===== src/rtl/alu_cmd_issuer_if.sv =====
// Handshake bundle between the command source, alu_cmd_issuer, the 8-bit ALU and the result consumer.
// master = surrounding environment, slave = alu_cmd_issuer.
interface alu_cmd_issuer_if;
  logic        cmd_valid;
  logic        cmd_ready;
  logic [7:0]  cmd_a;
  logic [7:0]  cmd_b;
  logic [1:0]  cmd_op;
  logic [15:0] alu_in;
  logic [1:0]  alu_op_codes;
  logic        alu_valid;
  logic [7:0]  alu_o;
  logic        alu_ready;
  logic        res_valid;
  logic        res_ready;
  logic [7:0]  res_data;
  logic [1:0]  res_op;
  logic        res_err;

  modport master (
    output cmd_valid, cmd_a, cmd_b, cmd_op, alu_o, alu_ready, res_ready,
    input  cmd_ready, alu_in, alu_op_codes, alu_valid, res_valid, res_data, res_op, res_err
  );

  modport slave (
    input  cmd_valid, cmd_a, cmd_b, cmd_op, alu_o, alu_ready, res_ready,
    output cmd_ready, alu_in, alu_op_codes, alu_valid, res_valid, res_data, res_op, res_err
  );
endinterface


===== src/rtl/alu_cmd_issuer.sv =====
// Command FIFO plus single-outstanding issue FSM feeding the 8-bit ALU, with divide-by-zero screening.
// Optional WAIT-state timeout enabled by defining ALU_TIMEOUT_EN.
module alu_cmd_issuer #(
  parameter int DEPTH          = 4,
  parameter int TIMEOUT_CYCLES = 64
) (
  input  logic                   clk,
  input  logic                   rst,
  alu_cmd_issuer_if.slave        bus,
  output logic                   busy,
  output logic [$clog2(DEPTH):0] count
);
  localparam int DATA_W  = 8;
  localparam int PTR_W   = $clog2(DEPTH);
  localparam int CNT_W   = PTR_W + 1;
  localparam int ENTRY_W = 2 * DATA_W + 2;

  typedef enum logic [1:0] {IDLE, ISSUE, WAIT, HOLD} state_t;

  if (DEPTH < 2 || (DEPTH & (DEPTH - 1)) != 0) begin : g_bad_depth
    $error("alu_cmd_issuer: DEPTH must be a power of 2 and at least 2");
  end
  if (TIMEOUT_CYCLES < 1) begin : g_bad_timeout
    $error("alu_cmd_issuer: TIMEOUT_CYCLES must be at least 1");
  end

  function automatic logic is_div_zero(input logic [1:0] op, input logic [DATA_W-1:0] b);
    return (op == 2'b11) && (b == '0);
  endfunction

  state_t                state_q, state_d;
  logic [PTR_W-1:0]      wr_ptr_q, wr_ptr_d;
  logic [PTR_W-1:0]      rd_ptr_q, rd_ptr_d;
  logic [CNT_W-1:0]      count_q, count_d;
  logic [2*DATA_W-1:0]   alu_in_q, alu_in_d;
  logic [1:0]            alu_op_q, alu_op_d;
  logic                  alu_valid_q, alu_valid_d;
  logic                  res_valid_q, res_valid_d;
  logic [DATA_W-1:0]     res_data_q, res_data_d;
  logic [1:0]            res_op_q, res_op_d;
  logic                  res_err_q, res_err_d;
  logic [ENTRY_W-1:0]    fifo_q [DEPTH];

`ifdef ALU_TIMEOUT_EN
  localparam int TMO_W = ($clog2(TIMEOUT_CYCLES + 1) > 8) ? $clog2(TIMEOUT_CYCLES + 1) : 8;
  logic [TMO_W-1:0]      tmo_cnt_q, tmo_cnt_d;
`endif

  logic                  push, pop;
  logic [ENTRY_W-1:0]    head;
  logic [1:0]            head_op;
  logic [DATA_W-1:0]     head_a, head_b;

  assign bus.cmd_ready = (count_q != CNT_W'(DEPTH));
  assign push          = bus.cmd_valid && bus.cmd_ready;
  assign pop           = (state_q == IDLE) && (count_q != '0);
  assign head          = fifo_q[rd_ptr_q];
  assign head_op       = head[ENTRY_W-1 -: 2];
  assign head_a        = head[2*DATA_W-1 -: DATA_W];
  assign head_b        = head[DATA_W-1:0];

  // Storage holds only data, so it carries no reset; occupancy is tracked by count_q.
  always_ff @(posedge clk) begin
    if (push) fifo_q[wr_ptr_q] <= {bus.cmd_op, bus.cmd_a, bus.cmd_b};
  end

  always_comb begin
    state_d     = state_q;
    wr_ptr_d    = push ? wr_ptr_q + 1'b1 : wr_ptr_q;
    rd_ptr_d    = pop  ? rd_ptr_q + 1'b1 : rd_ptr_q;
    count_d     = count_q;
    alu_in_d    = alu_in_q;
    alu_op_d    = alu_op_q;
    alu_valid_d = 1'b0;
    res_valid_d = res_valid_q;
    res_data_d  = res_data_q;
    res_op_d    = res_op_q;
    res_err_d   = res_err_q;
`ifdef ALU_TIMEOUT_EN
    tmo_cnt_d   = tmo_cnt_q;
`endif

    case ({push, pop})
      2'b10:   count_d = count_q + 1'b1;
      2'b01:   count_d = count_q - 1'b1;
      default: count_d = count_q;
    endcase

    case (state_q)
      IDLE: begin
        if (pop) begin
          if (is_div_zero(head_op, head_b)) begin
            state_d     = HOLD;
            res_valid_d = 1'b1;
            res_data_d  = 8'hFF;
            res_op_d    = 2'b11;
            res_err_d   = 1'b1;
          end else begin
            state_d     = ISSUE;
            alu_in_d    = {head_a, head_b};
            alu_op_d    = head_op;
            alu_valid_d = 1'b1;
          end
        end
      end
      ISSUE: begin
        state_d = WAIT;
`ifdef ALU_TIMEOUT_EN
        tmo_cnt_d = '0;
`endif
      end
      WAIT: begin
        // A result arriving on the expiry cycle takes precedence over the timeout.
        if (bus.alu_ready) begin
          state_d     = HOLD;
          res_valid_d = 1'b1;
          res_data_d  = bus.alu_o;
          res_op_d    = alu_op_q;
          res_err_d   = 1'b0;
        end
`ifdef ALU_TIMEOUT_EN
        else if (tmo_cnt_q == TMO_W'(TIMEOUT_CYCLES - 1)) begin
          state_d     = HOLD;
          res_valid_d = 1'b1;
          res_data_d  = 8'h00;
          res_op_d    = alu_op_q;
          res_err_d   = 1'b1;
        end else begin
          tmo_cnt_d = tmo_cnt_q + 1'b1;
        end
`endif
      end
      HOLD: begin
        if (bus.res_ready) begin
          state_d     = IDLE;
          res_valid_d = 1'b0;
        end
      end
      default: state_d = IDLE;
    endcase
  end

  always_ff @(posedge clk or negedge rst) begin
    if (!rst) begin
      state_q     <= IDLE;
      wr_ptr_q    <= '0;
      rd_ptr_q    <= '0;
      count_q     <= '0;
      alu_in_q    <= '0;
      alu_op_q    <= '0;
      alu_valid_q <= 1'b0;
      res_valid_q <= 1'b0;
      res_data_q  <= '0;
      res_op_q    <= '0;
      res_err_q   <= 1'b0;
`ifdef ALU_TIMEOUT_EN
      tmo_cnt_q   <= '0;
`endif
    end else begin
      state_q     <= state_d;
      wr_ptr_q    <= wr_ptr_d;
      rd_ptr_q    <= rd_ptr_d;
      count_q     <= count_d;
      alu_in_q    <= alu_in_d;
      alu_op_q    <= alu_op_d;
      alu_valid_q <= alu_valid_d;
      res_valid_q <= res_valid_d;
      res_data_q  <= res_data_d;
      res_op_q    <= res_op_d;
      res_err_q   <= res_err_d;
`ifdef ALU_TIMEOUT_EN
      tmo_cnt_q   <= tmo_cnt_d;
`endif
    end
  end

  assign bus.alu_in       = alu_in_q;
  assign bus.alu_op_codes = alu_op_q;
  assign bus.alu_valid    = alu_valid_q;
  assign bus.res_valid    = res_valid_q;
  assign bus.res_data     = res_data_q;
  assign bus.res_op       = res_op_q;
  assign bus.res_err      = res_err_q;
  assign busy             = (state_q != IDLE) || (count_q != '0);
  assign count            = count_q;
endmodule


===== src/flat_wrapper.sv =====
// flat-port wrapper written by rule: the top's interface ports become plain ports
module alu_cmd_issuer_flat 
#(
  parameter int DEPTH          = 4,
  parameter int TIMEOUT_CYCLES = 64
)
  (clk, rst, busy, count, bus_cmd_valid, bus_cmd_a, bus_cmd_b, bus_cmd_op, bus_alu_o, bus_alu_ready, bus_res_ready, bus_cmd_ready, bus_alu_in, bus_alu_op_codes, bus_alu_valid, bus_res_valid, bus_res_data, bus_res_op, bus_res_err);
  alu_cmd_issuer_if bus_i ();
  input  logic clk;
  input  logic rst;
  output logic busy;
  output logic [$clog2(DEPTH):0] count;
  input wire logic [$bits(bus_i.cmd_valid)-1:0] bus_cmd_valid;
  input wire logic [$bits(bus_i.cmd_a)-1:0] bus_cmd_a;
  input wire logic [$bits(bus_i.cmd_b)-1:0] bus_cmd_b;
  input wire logic [$bits(bus_i.cmd_op)-1:0] bus_cmd_op;
  input wire logic [$bits(bus_i.alu_o)-1:0] bus_alu_o;
  input wire logic [$bits(bus_i.alu_ready)-1:0] bus_alu_ready;
  input wire logic [$bits(bus_i.res_ready)-1:0] bus_res_ready;
  output wire logic [$bits(bus_i.cmd_ready)-1:0] bus_cmd_ready;
  output wire logic [$bits(bus_i.alu_in)-1:0] bus_alu_in;
  output wire logic [$bits(bus_i.alu_op_codes)-1:0] bus_alu_op_codes;
  output wire logic [$bits(bus_i.alu_valid)-1:0] bus_alu_valid;
  output wire logic [$bits(bus_i.res_valid)-1:0] bus_res_valid;
  output wire logic [$bits(bus_i.res_data)-1:0] bus_res_data;
  output wire logic [$bits(bus_i.res_op)-1:0] bus_res_op;
  output wire logic [$bits(bus_i.res_err)-1:0] bus_res_err;
  assign bus_i.cmd_valid = bus_cmd_valid;
  assign bus_i.cmd_a = bus_cmd_a;
  assign bus_i.cmd_b = bus_cmd_b;
  assign bus_i.cmd_op = bus_cmd_op;
  assign bus_i.alu_o = bus_alu_o;
  assign bus_i.alu_ready = bus_alu_ready;
  assign bus_i.res_ready = bus_res_ready;
  assign bus_cmd_ready = bus_i.cmd_ready;
  assign bus_alu_in = bus_i.alu_in;
  assign bus_alu_op_codes = bus_i.alu_op_codes;
  assign bus_alu_valid = bus_i.alu_valid;
  assign bus_res_valid = bus_i.res_valid;
  assign bus_res_data = bus_i.res_data;
  assign bus_res_op = bus_i.res_op;
  assign bus_res_err = bus_i.res_err;
  alu_cmd_issuer #(.DEPTH(DEPTH), .TIMEOUT_CYCLES(TIMEOUT_CYCLES)) u_core (.clk(clk), .rst(rst), .bus(bus_i), .busy(busy), .count(count));
endmodule

===== config.mk =====
export PLATFORM = sky130hd
export DESIGN_NAME = alu_cmd_issuer_flat
export DESIGN_NICKNAME = d
export VERILOG_FILES = /design/src/rtl/alu_cmd_issuer_if.sv /design/src/rtl/alu_cmd_issuer.sv /design/src/flat_wrapper.sv
export SDC_FILE = /design/constraint.sdc
export NUM_CORES = 1
export LEC_CHECK = 0
export BUFFER_PORTS_ARGS = -buffer_cell sky130_fd_sc_hd__buf_2
export CAP_MARGIN = 5
export CORE_ASPECT_RATIO = 0.8
export CORE_MARGIN = 3
export CORE_UTILIZATION = 55
export CTS_BUF_LIST = sky130_fd_sc_hd__clkbuf_8
export CTS_CLUSTER_DIAMETER = 60
export DETAILED_ROUTE_END_ITERATION = 7
export HOLD_SLACK_MARGIN = 0.15
export PLACE_DENSITY = 0.77
export SYNTH_ARGS = -nofsm -noshare
export SYNTH_HDL_FRONTEND = slang
export SYNTH_SLANG_ARGS = --single-unit

===== constraint.sdc =====
create_clock -name clk -period 4.8 [get_ports clk]
set_clock_uncertainty 0.2 [all_clocks]
set_input_delay 0.96 -clock clk [delete_from_list [all_inputs] [get_ports clk]]
set_output_delay 0.96 -clock clk [all_outputs]
set_load 0.01 [all_outputs]

# Word level (Yosys, flattened, before mapping)
# Memory sizes are Yosys's and may differ from the RTL's.
# Cells that the tools add are included.
# Widths: inputs -> output; s select.
# op_classes
bitwise_logic,1
div,0
muxes,26
shifts,0
eq_ne,11
mul,0
reduce_logical,15
n_addsub,4
order_cmp,0
# ops
operator,count
$mux 8,3
$pmux 8 s2,1
$mux 2,7
$mux 1,10
$eq 2x2->1 const B,4
$logic_not 8->1,1
$pmux 2 s4,1
$ne 2x2->1 const B,3
$pmux 3 s2,1
$reduce_and 3->1,2
$reduce_bool 2->1,3
$reduce_bool 3->1,2
$reduce_and 5->1,1
$add 2x1->2 const B,2
$eq 2x1->1 const B,2
$pmux 2 s2,1
$reduce_and 4->1,1
$add 3x1->3 const B,1
$logic_and 1x1->1,3
$ne 3x3->1 const B,1
$pmux 1 s3,1
$sub 3x1->3 const B,1
$logic_not 2->1,1
$ne 2x1->1 const B,1
other kinds (3),3
# totals
reg_bits,40
in_bits,31
mem_bits_rw,72
memories,1
wordCells,69
rom_bits,0
latchBits,0
out_inout_bits,36
# memory_table
name,depth,word_bits,read_ports,rd_clocked_by_memory_dff,wr,line_no,text
u_core.fifo_q,4,18,1,0,1,alu_cmd_issuer.sv:42,logic [ENTRY_W-1:0] fifo_q [DEPTH];

# Longest topological paths before layout
# Gate-level depths: netlist of the first run.
# An unclocked memory read counts as a cell.
# depth
ltp_word,6
mapped_depth,10

# Worst setup path before layout of the first run
# No wires, ideal clock.
# synth_path
path_kind,reg-to-reg
from,register u_core.rd_ptr_q[0]
to,register u_core.alu_op_q[0] (netlist: u_core.bus.alu_op_codes[0])
synth_period_minus_slack_ns,2.538
arrival_ns,2.213
stages_incl_launch_ff,9
slack_ns,2.262
n_path_buf,3
path_cell_list,dfrtp_1 > buf_6 > mux4_2 > nor4_1 > nand4b_1 > and2_1 > buf_6 > buf_6 > mux2_4
# synth_between
elab_chain_len,5
word_cells_on_any_way,6
# synth_lines
item,line_no,text
from (decl),alu_cmd_issuer.sv:33,"logic [PTR_W-1:0] rd_ptr_q, rd_ptr_d;"
from (signal assigned),alu_cmd_issuer.sv:162,rd_ptr_q <= rd_ptr_d;
$mem_v2 4x18 *,-,
$logic_not 8->1 or $eq 2x2->1 (tied branches),alu_cmd_issuer.sv:28,return (op == 2'b11) && (b == '0);
$logic_and 1x1->1,alu_cmd_issuer.sv:28,
$not 1->1 (no line),-,
$reduce_and 3->1 (no line),-,
to (signal assigned),alu_cmd_issuer.sv:165,alu_op_q <= alu_op_d;
to (decl),alu_cmd_issuer.sv:36,"logic [1:0] alu_op_q, alu_op_d;"
# Mark *: on every way between the ends. The rest lies on a longest branch, timed or not.
# A chain may end at the register's enable or synchronous reset.

# Worst setup path after layout of the first run
# layout_path
from,register u_core.rd_ptr_q[0]
to,register u_core.alu_in_q[14] (netlist: u_core.bus.alu_in[14])
# layout_between
elab_chain_len,5
word_cells_on_any_way,6
# layout_lines
item,line_no,text
$mem_v2 4x18 *,-,
$logic_not 8->1 or $eq 2x2->1 (tied branches),alu_cmd_issuer.sv:28,
$logic_and 1x1->1,alu_cmd_issuer.sv:28,
$not 1->1 (no line),-,
$reduce_and 3->1 (no line),-,
to (signal assigned),alu_cmd_issuer.sv:164,alu_in_q <= alu_in_d;
to (decl),alu_cmd_issuer.sv:35,"logic [2*DATA_W-1:0] alu_in_q, alu_in_d;"
# Marked as above.

==> results of run 1 <==
stage by stage:
step                cell area, µm²  worst slack, ns
floorplan                     4459            2.262
global placement              4870            1.431
detailed placement            4870            1.361
CTS                           5039            1.344
global route                  5039            1.059
finish                        5039            1.381
Yosys cell counts (3+ instances only):
cell / count
and3_1: 4
buf_6: 3
clkbuf_1: 3
dfrtp_1: 40
edfxtp_1: 72
ha_1: 10
inv_1: 19
mux2_1: 20
mux4_2: 18
nand2_1: 12
nand2b_1: 10
o21ai_1: 11
xnor2_1: 3
xor2_1: 3
cell type report:
type	instances	area, µm²
sequential	112	3163
fill	574	2599
timing repair buffer	67	337.8
clock buffer	9	123.9
tap	105	131.4
multi-input combinational	112	1166
clock inverter	7	45.04
inverter	19	71.32
state kept, by name, indices dropped and copies added, names as in the netlist:
register and cells:
u_core.wr_ptr_q 2, u_core.bus.res_data 8, u_core.state_q 2, u_core.bus.alu_valid 1, u_core.bus.alu_in 16, u_core.count 3, u_core.bus.res_err 1, u_core.rd_ptr_q 2
u_core.fifo_q 72, u_core.bus.res_valid 1, u_core.bus.res_op 2, u_core.bus.alu_op_codes 2
cells by family (layout without fill, tap and decap cells):
kind of cell	count (synthesis)	count (layout)	share of synthesized area
AOI/OAI and AO/OA	16	16	0.01908
xor gates and xnor gates	6	6	0.01179
adders and majority gates	11	11	0.03255
buffers and inverters	28	102	0.02918
DFF	112	112	0.7093
muxes	42	42	0.1518
and+or+nand+nor	37	37	0.04629
worst max-delay path, delay by kind of cell, from the launching register on:
family / cells / cell delay, ns
mux: 2 / 0.99
flops: 1 / 0.67
buf+inv: 1 / 0.35
simple gates: 3 / 1.08
metal layers:
layer	global-route usage	vias to the layer above
met3	0.05733	9
met4	0.04762	0
met1	0.2579	1117
li1	-	1065
met2	0.2840	89
met5	0	-
worst paths after layout:
kind	depth (start not counted)	endpoint	slack [ns]	startpoint
setup / recovery	6	u_core.bus.alu_in[14]	1.38	u_core.rd_ptr_q[0]
hold / removal	1	u_core.bus.alu_in[10]	0.29	u_core.bus.alu_in[10]
setup reg to reg	6	u_core.bus.alu_in[14]	1.38	u_core.rd_ptr_q[0]
hold reg to reg	1	u_core.bus.alu_in[10]	0.29	u_core.bus.alu_in[10]
max in group asynchronous	1	u_core.bus.alu_in[14]	3.33	rst
min in group asynchronous	1	u_core.bus.alu_in[11]	0.52	rst
report_power, final:
group	leakage [nW]	internal (mW)	switching, mW
clock network	0.0878	0.190	0.305
registers	1.11	1.33	0.175
logic	0.730	0.515	0.573
total	1.92	2.04	1.05
==> flow_metrics.tcl, run 1 <==
set metrics [dict create \
    outcome "finished clean" \
    die_area_mm2 0.009231 \
    clock_path_buffers 2 \
    synthesis.nets 294 \
    peakVddDrop_mv 0.3190 \
    netlist.area_leader.share 0.4848 \
    synth_seq_area_share 0.7093 \
    setup-violations-final 0 \
    timing.fmax_mhz 292.5 \
    grt_pass1_wl_um 12590 \
    top_layer_used "met4" \
    worstPathArrival_ns 3.46 \
    crit_path_max_fanout 19 \
    hold-worst-slack_ns 0.2863 \
    rows 28 \
    cts_tree "done" \
    cts_root_buffer "clkbuf_8" \
    yosysTopAreaCell "edfxtp_1" \
    port_buffers 66 \
    cap_violations 0 \
    ant_nets 0 \
    syn-mean-instance-area_um2 17.70 \
    grt_use_total 0.1831 \
    vias 2280 \
    hpwlAfterDp_um 5123 \
    htreeDepth 3 \
    vias_per_cell 5.290 \
    cp-start-kind "flip-flop" \
    cts_num_sinks 112 \
    post-route-util 0.6597 \
    synth_seq_cells 112 \
    grt_pass1_vias 2437 \
    drive_gt1_frac 0.3160 \
    synth_area_leaders "edfxtp_1, dfrtp_1, mux4_2" \
    numCtsBuffers 9 \
    finalSetupTns_ns 0 \
    drt_iter0_drc 105 \
    slowest_delay_ns 0.67 \
    hold_viol 0 \
    diodes 0 \
    synth_cell_type_count 32 \
    cts_setup_buffers 0 \
    final_nets 363 \
    p_leak_nw 1.924 \
    final_cell_mix "edfxtp_1, buf_2, dfrtp_1, mux2_1, inv_1" \
    clock_latency_ns 0.36 \
    clk_pin_slew_ns 0.09 \
    core_area_mm2 0.007637 \
    crit_type "reg2reg" \
    start_util 0.5839 \
    wl_met2_um 3476 \
    grt_max_degree 41 \
    cpMaxStageDelayCell "dfrtp_1" \
    gp_congestion 0.7450 \
    dpl.cell_count 415 \
    synth_edf_count 72 \
    die_y_um 86.54 \
    power_mw 3.088 \
    cp.required_ns 4.84 \
    fp.dieW_um 106.7 \
    hold_buffers 0 \
    synth_warnings 0 \
    dr.pass1.iters 5 \
    path_cells "buf_4 -> mux4_2 -> nor4_1 -> nand4b_1 -> and2_1 -> mux2_1" \
    dr_wl_met3_um 582 \
    fin_cells 431 \
    period_needed_ns 3.419 \
    syn2layout_area_growth_pct 12.99 \
    layout_commonest_cell "edfxtp_1" \
    hold_class "reg2reg" \
    netlist_instances 252 \
    antenna_found_initial 0 \
    gr-total-overflow 0 \
    drt-met1-wl_um 3454 \
    power.density_mw_per_mm2 612.9 \
    cp-end-kind "flip-flop" \
    fin_crit_sh 0.7123 \
    ys.flop_type "edfxtp_1" \
    routed_wl_um 7622 \
    ioPinCount 67 \
    tightest_slew_ns 1.041 \
    relSlewSlack 0.3060 \
    maxSlewViolCount 0 \
    async_flop_share 0.3571 \
    synth_area_mm2 0.004459 \
    cts-resized-gates 0 \
    drc_errors 0 \
    wl_per_cell_um 17.68 \
    rsz0062_at_grt "false" \
]
Power figures use the tool's default switching activity.
==> inputs of run 2 (changes only) <==
- ABC_AREA: not set -> 1
- CORE_UTILIZATION: 55 -> 53
- PLACE_DENSITY: 0.77 -> 0.78
- clock period: 4.8 -> 2.79 ns (I/O delays scaled with it)
==> flow_metrics.tcl, run 2 <==
set metrics [dict create \
    synth_area_leaders "edfxtp_1, dfrtp_1, nand2_1" \
    clk_pin_slew_ns 0.11 \
    hold_buffers 1 \
    start_util 0.5612 \
    hpwlAfterDp_um 6031 \
    fin_crit_sh 0.8575 \
    synthesis.nets 454 \
    syn-mean-instance-area_um2 11.17 \
    gp_congestion 0.7525 \
    vias_per_cell 5.116 \
    vias 3049 \
    synthAdderAreaFrac 0.03154 \
    rsz0062_at_grt "false" \
    hold_viol 0 \
    async_flop_share 0.3571 \
    dr.pass1.iters 4 \
    grt_max_degree 41 \
    synth_common_cells "nand2_1, edfxtp_1, dfrtp_1" \
    cp-end-kind "flip-flop" \
    hold_class "in2reg" \
    seqCellArea_mm2 0.003163 \
    drt-met1-wl_um 3869 \
    holdPathEnd "u_core.fifo_q[1][4]" \
    timing.fmax_mhz 418.0 \
    syn2layout_area_growth_pct 14.65 \
    diodes 0 \
    r2r_cells 11 \
    netlist_instances 412 \
    outcome "finished clean" \
    clock_path_buffers 2 \
    fp.dieW_um 110.2 \
    drive_gt1_frac 0.2234 \
    cp-start-kind "flip-flop" \
    cts-resized-gates 0 \
    synth_edf_count 72 \
    cp.required_ns 2.86 \
    netlist.area_leader.share 0.4698 \
    setup-violations-final 0 \
    crit_type "reg2reg" \
    yosysTopAreaCell "edfxtp_1" \
    worstPathArrival_ns 2.46 \
    p_leak_nw 2.321 \
    period_needed_ns 2.392 \
    design_area_mm2 0.005276 \
    tightest_slew_ns 0.9209 \
    synth_seq_area_share 0.6873 \
    yosys.area_share.simple 0.1784 \
    antenna_found_initial 0 \
    post_dp_cell_area_mm2 0.005054 \
    wl_met2_um 4189 \
    post-route-util 0.6434 \
    wl_per_cell_um 15.09 \
    synth_seq_cells 112 \
    cts_root_buffer "clkbuf_8" \
    ant_nets 0 \
    synth_most_common_cell "nand2_1" \
    power.density_mw_per_mm2 1139 \
    multiInputGateArea_mm2 0.001235 \
    ioPinCount 67 \
    rr_startpoint "u_core.rd_ptr_q[0]" \
    clock_latency_ns 0.36 \
    core_area_mm2 0.008200 \
    crit_path_max_fanout 20 \
    synth_cell_type_count 24 \
    hold_depth 1 \
    final_cell_mix "nand2_1, edfxtp_1, buf_2, dfrtp_1, nand3_1" \
    largest_reg_flops 72 \
    routed_wl_um 8992 \
    regToRegEndpoint "u_core.bus.res_data[0]" \
    regMostFlops "u_core.fifo_q" \
    hold-worst-slack_ns 0.1954 \
    synth-xor-area-share 0.009516 \
    gr-total-overflow 0 \
    cap_violations 0 \
    final_nets 525 \
    grt_pass1_wl_um 14540 \
    finalSetupTns_ns 0 \
    drc_errors 0 \
    die_area_mm2 0.009844 \
    worstHoldStart "bus_cmd_b[4]" \
    maxSlewViolCount 0 \
    synth_area_mm2 0.004602 \
    relSlewSlack 0.3861 \
    grt_pass1_vias 2886 \
    dr_wl_met3_um 871 \
    power_mw 6.011 \
    layout_commonest_cell "nand2_1" \
    htreeDepth 3 \
    numCtsBuffers 9 \
    rrSetupSlack_ns 0.40 \
    cts_setup_buffers 0 \
    fillers 675 \
    synth.mux.area_fraction 0 \
    synth_warnings 0 \
    peakVddDrop_mv 0.5061 \
    drt_iter0_drc 283 \
    synth-compound-area-share 0.04894 \
    die_y_um 89.35 \
    synth_top_family_by_area "simple AND/OR/NAND/NOR gates" \
    rows 29 \
    top_layer_used "met4" \
    ys.flop_type "edfxtp_1" \
    cts_tree "done" \
    port_buffers 66 \
    grt_use_total 0.1990 \
    cts_num_sinks 112 \
]
==> run 2: cell count changes after synthesis, moves of 11 or more <==
cell / change
mux2_1: -20
mux4_2: -18
nand2_1: +107
nor2_1: +29
nand3_1: +32
o21ai_0: +31
o21ai_1: -11
==> run 2: worst max-delay path by stage <==
stage	end	start	depth (start not counted)	slack, ns
floorplan	u_core.count[2]	u_core.state_q[0]	10	0.53
global placement	u_core.count[2]	u_core.state_q[0]	10	0.47
detailed placement	u_core.bus.res_data[0]	u_core.rd_ptr_q[0]	11	0.41
CTS	u_core.bus.res_data[0]	u_core.rd_ptr_q[0]	11	0.40
global route	u_core.bus.res_data[5]	u_core.rd_ptr_q[0]	11	0.14
finish	u_core.bus.res_data[0]	u_core.rd_ptr_q[0]	11	0.40
==> run 2: metrics by stage <==
step,worst slack (ns),instances
after floorplan,0.5255,412
after global placement,0.4671,579
after detailed placement,0.4069,579
final,0.3976,596
after CTS,0.3976,596
after global routing,0.1415,596
==> run 2: where the power goes <==
| group | leakage, nW | internal, mW | switching, mW |
|---|---|---|---|
| clock | 0.108 | 0.434 | 0.554 |
| combinational | 1.07 | 0.884 | 1.59 |
| sequential | 1.14 | 2.31 | 0.240 |
| total | 2.32 | 3.63 | 2.38 |
==> run 2: critical path: stages, from the launching register on <==
cell and delay [ns]:
dfrtp_1 0.54, inv_2 0.23, nand2_1 0.12, nand3_1 0.08, nand2_1 0.10, nand2_1 0.07, nor2_1 0.12, nand3_2 0.13
nand2_2 0.22, nand2_1 0.27, nand2_1 0.14, nand2_1 0.05
==> run 2: cells by family (layout without fill, tap and decap cells) <==
family          Yosys count  in the layout
simple gates            197            197
flops                   112            112
buf+inv                  44            120
compound gates           43             43
fa+ha+maj                11             11
xor+xnor                  5              5
==> run 2: final cells by class <==
type,count,area share
clock buffer,9,0.02348
clock inverter,7,0.01684
inverter,27,0.01945
multi-input combinational,256,0.2341
sequential,112,0.5995
tap,108,0.02561
timing repair buffer,77,0.08110
==> run 2: metal layers <==
metal  track usage  vias up
met3       0.06354        4
li1              -     1508
met2        0.3205      126
met4       0.04027        0
met1        0.2706     1411
met5             0        -
==> inputs of run 3 (changes only) <==
- PLACE_DENSITY: 0.78 -> 0.88
==> flow_metrics.tcl, run 3 (synthesis results as in run 2) <==
set metrics [dict create \
    gp_congestion 0.7810 \
    comb_power_share 0.420 \
    drt_iter0_drc 298 \
    multiInputGateArea_mm2 0.001235 \
    peakVddDrop_mv 0.5203 \
    seqCellArea_mm2 0.003163 \
    holdPathEnd "u_core.fifo_q[2][7]" \
    hpwlAfterDp_um 6376 \
    die_area_mm2 0.009844 \
    syn2layout_area_growth_pct 13.46 \
    diodes 0 \
    r2r_cells 10 \
    die_y_um 89.35 \
    cp-start-kind "flip-flop" \
    worstPathArrival_ns 2.49 \
    drive_gt1_frac 0.2218 \
    switchingPower_mw 2.444 \
    regMostFlops "u_core.fifo_q" \
    pwr-share-clk 0.150 \
    drc_errors 0 \
    start_util 0.5612 \
    grt_use_total 0.2061 \
    gr-total-overflow 0 \
    routed_wl_um 9535 \
    clock_latency_ns 0.37 \
    crit_path_max_fanout 4 \
    fin_crit_sh 0.8717 \
    period_needed_ns 2.432 \
    finalSetupTns_ns 0 \
    setup-violations-final 0 \
    p_leak_nw 2.297 \
    cp.required_ns 2.85 \
    regToRegEndpoint "u_core.count[2]" \
    p_int_mw 3.505 \
    wl_per_cell_um 16.03 \
    rrSetupSlack_ns 0.36 \
    power_frac_seq 0.429 \
    largest_reg_flops 72 \
    hold_viol 0 \
    dr.pass1.iters 5 \
    relSlewSlack 0.4152 \
    cap_violations 0 \
    rsz0062_at_grt "false" \
    maxSlewViolCount 0 \
    tightest_slew_ns 0.8772 \
    final_nets 524 \
    rr_startpoint "u_core.state_q[1]" \
    cp-end-kind "flip-flop" \
    port_buffers 66 \
    cts_tree "done" \
    vias_per_cell 5.329 \
    dpl.cell_count 578 \
    clock_path_buffers 2 \
    grt_pass1_vias 3046 \
    hold_class "in2reg" \
    grt_pass1_wl_um 15100 \
    htreeDepth 3 \
    worstHoldStart "bus_cmd_b[7]" \
    ant_nets 0 \
    antenna_found_initial 0 \
    core_area_mm2 0.008200 \
    fillers 648 \
    numCtsBuffers 9 \
    clk_pin_slew_ns 0.10 \
    vias 3171 \
    fin_cells 595 \
    final_cell_mix "nand2_1, edfxtp_1, buf_2, dfrtp_1, nand3_1" \
    cts_root_buffer "clkbuf_8" \
    hold-worst-slack_ns 0.1935 \
    timing.fmax_mhz 411.2 \
    power.density_mw_per_mm2 1139 \
    crit_type "reg2reg" \
    cts_num_sinks 112 \
    hold_depth 1 \
    switching_share 0.4108 \
    grt_max_degree 41 \
    layout_commonest_cell "nand2_1" \
    rows 29 \
    fp.dieW_um 110.2 \
    outcome "finished clean" \
    ioPinCount 67 \
]
==> run 3: cell count changes in the layout (fill, tap and decap cells not counted), sizes merged <==
cell | previous run | this run
buf | 76 | 75
clkinv | 5 | 4
inv | 28 | 29
clkinvlp | 0 | 1
bufinv | 1 | 0
==> run 3: critical path: stages (launching register included) <==
cell and delay, ns:
dfrtp_1 0.42, inv_1 0.14, ha_1 0.24, inv_1 0.07
nor2_1 0.22, ha_1 0.20, inv_1 0.07, fa_1 0.38
a21oi_1 0.14, o21ai_0 0.11, xnor2_1 0.13
==> run 3: layout make-up <==
class                   instances  area share
clock buffers                   9     0.02372
clock inverters                 7     0.01030
inverters                      27     0.01965
multi-input cells             256      0.2365
flip-flops and latches        112      0.6058
well taps                     108     0.02588
repair buffers                 76     0.07812
==> run 3: power by group through the flow <==
stage	clock network, mW	registers, mW	logic (mW)
floorplan	0	2.66	1.64
global placement	0	2.55	2.36
detailed placement	0	2.58	2.50
CTS	0.917	2.55	2.52
global route	0.983	2.60	2.87
finish	0.894	2.55	2.50
==> run 3: how the worst max path moves through the flow <==
stage | startpoint | to | slack (ns) | depth (start not counted)
global route | u_core.state_q[1] | u_core.count[2] | 0.14 | 10
global placement | u_core.state_q[0] | u_core.count[2] | 0.52 | 10
floorplan | u_core.state_q[0] | u_core.count[2] | 0.53 | 10
finish | u_core.state_q[1] | u_core.count[2] | 0.36 | 10
CTS | u_core.state_q[1] | u_core.count[2] | 0.34 | 10
detailed placement | u_core.rd_ptr_q[0] | u_core.bus.res_op[0] | 0.41 | 11
==> run 3: through the flow <==
step | area, µm² | util | worst slack, ns | power, mW
global placement | 5034 | 0.6138 | 0.5221 | 4.918
CTS | 5221 | 0.6367 | 0.3406 | 5.985
floorplan | 4602 | - | 0.5255 | 4.293
finish | 5221 | 0.6367 | 0.3579 | 5.948
global route | 5221 | 0.6367 | 0.1373 | 6.452
detailed placement | 5034 | 0.6138 | 0.4083 | 5.082
==> run 3: repair_timing <==
action | in CTS | in global routing
buffers inserted | 0 | 0
hold endpoints to repair | 40 | 0
hold buffers | 1 | 0
gates resized for setup | 0 | 0
==> run 3: layer usage <==
metal	track usage	wire length (µm)
met5	0	0
met4	0.07159	156
met3	0.06715	777
met2	0.3205	4484
met1	0.2766	4116
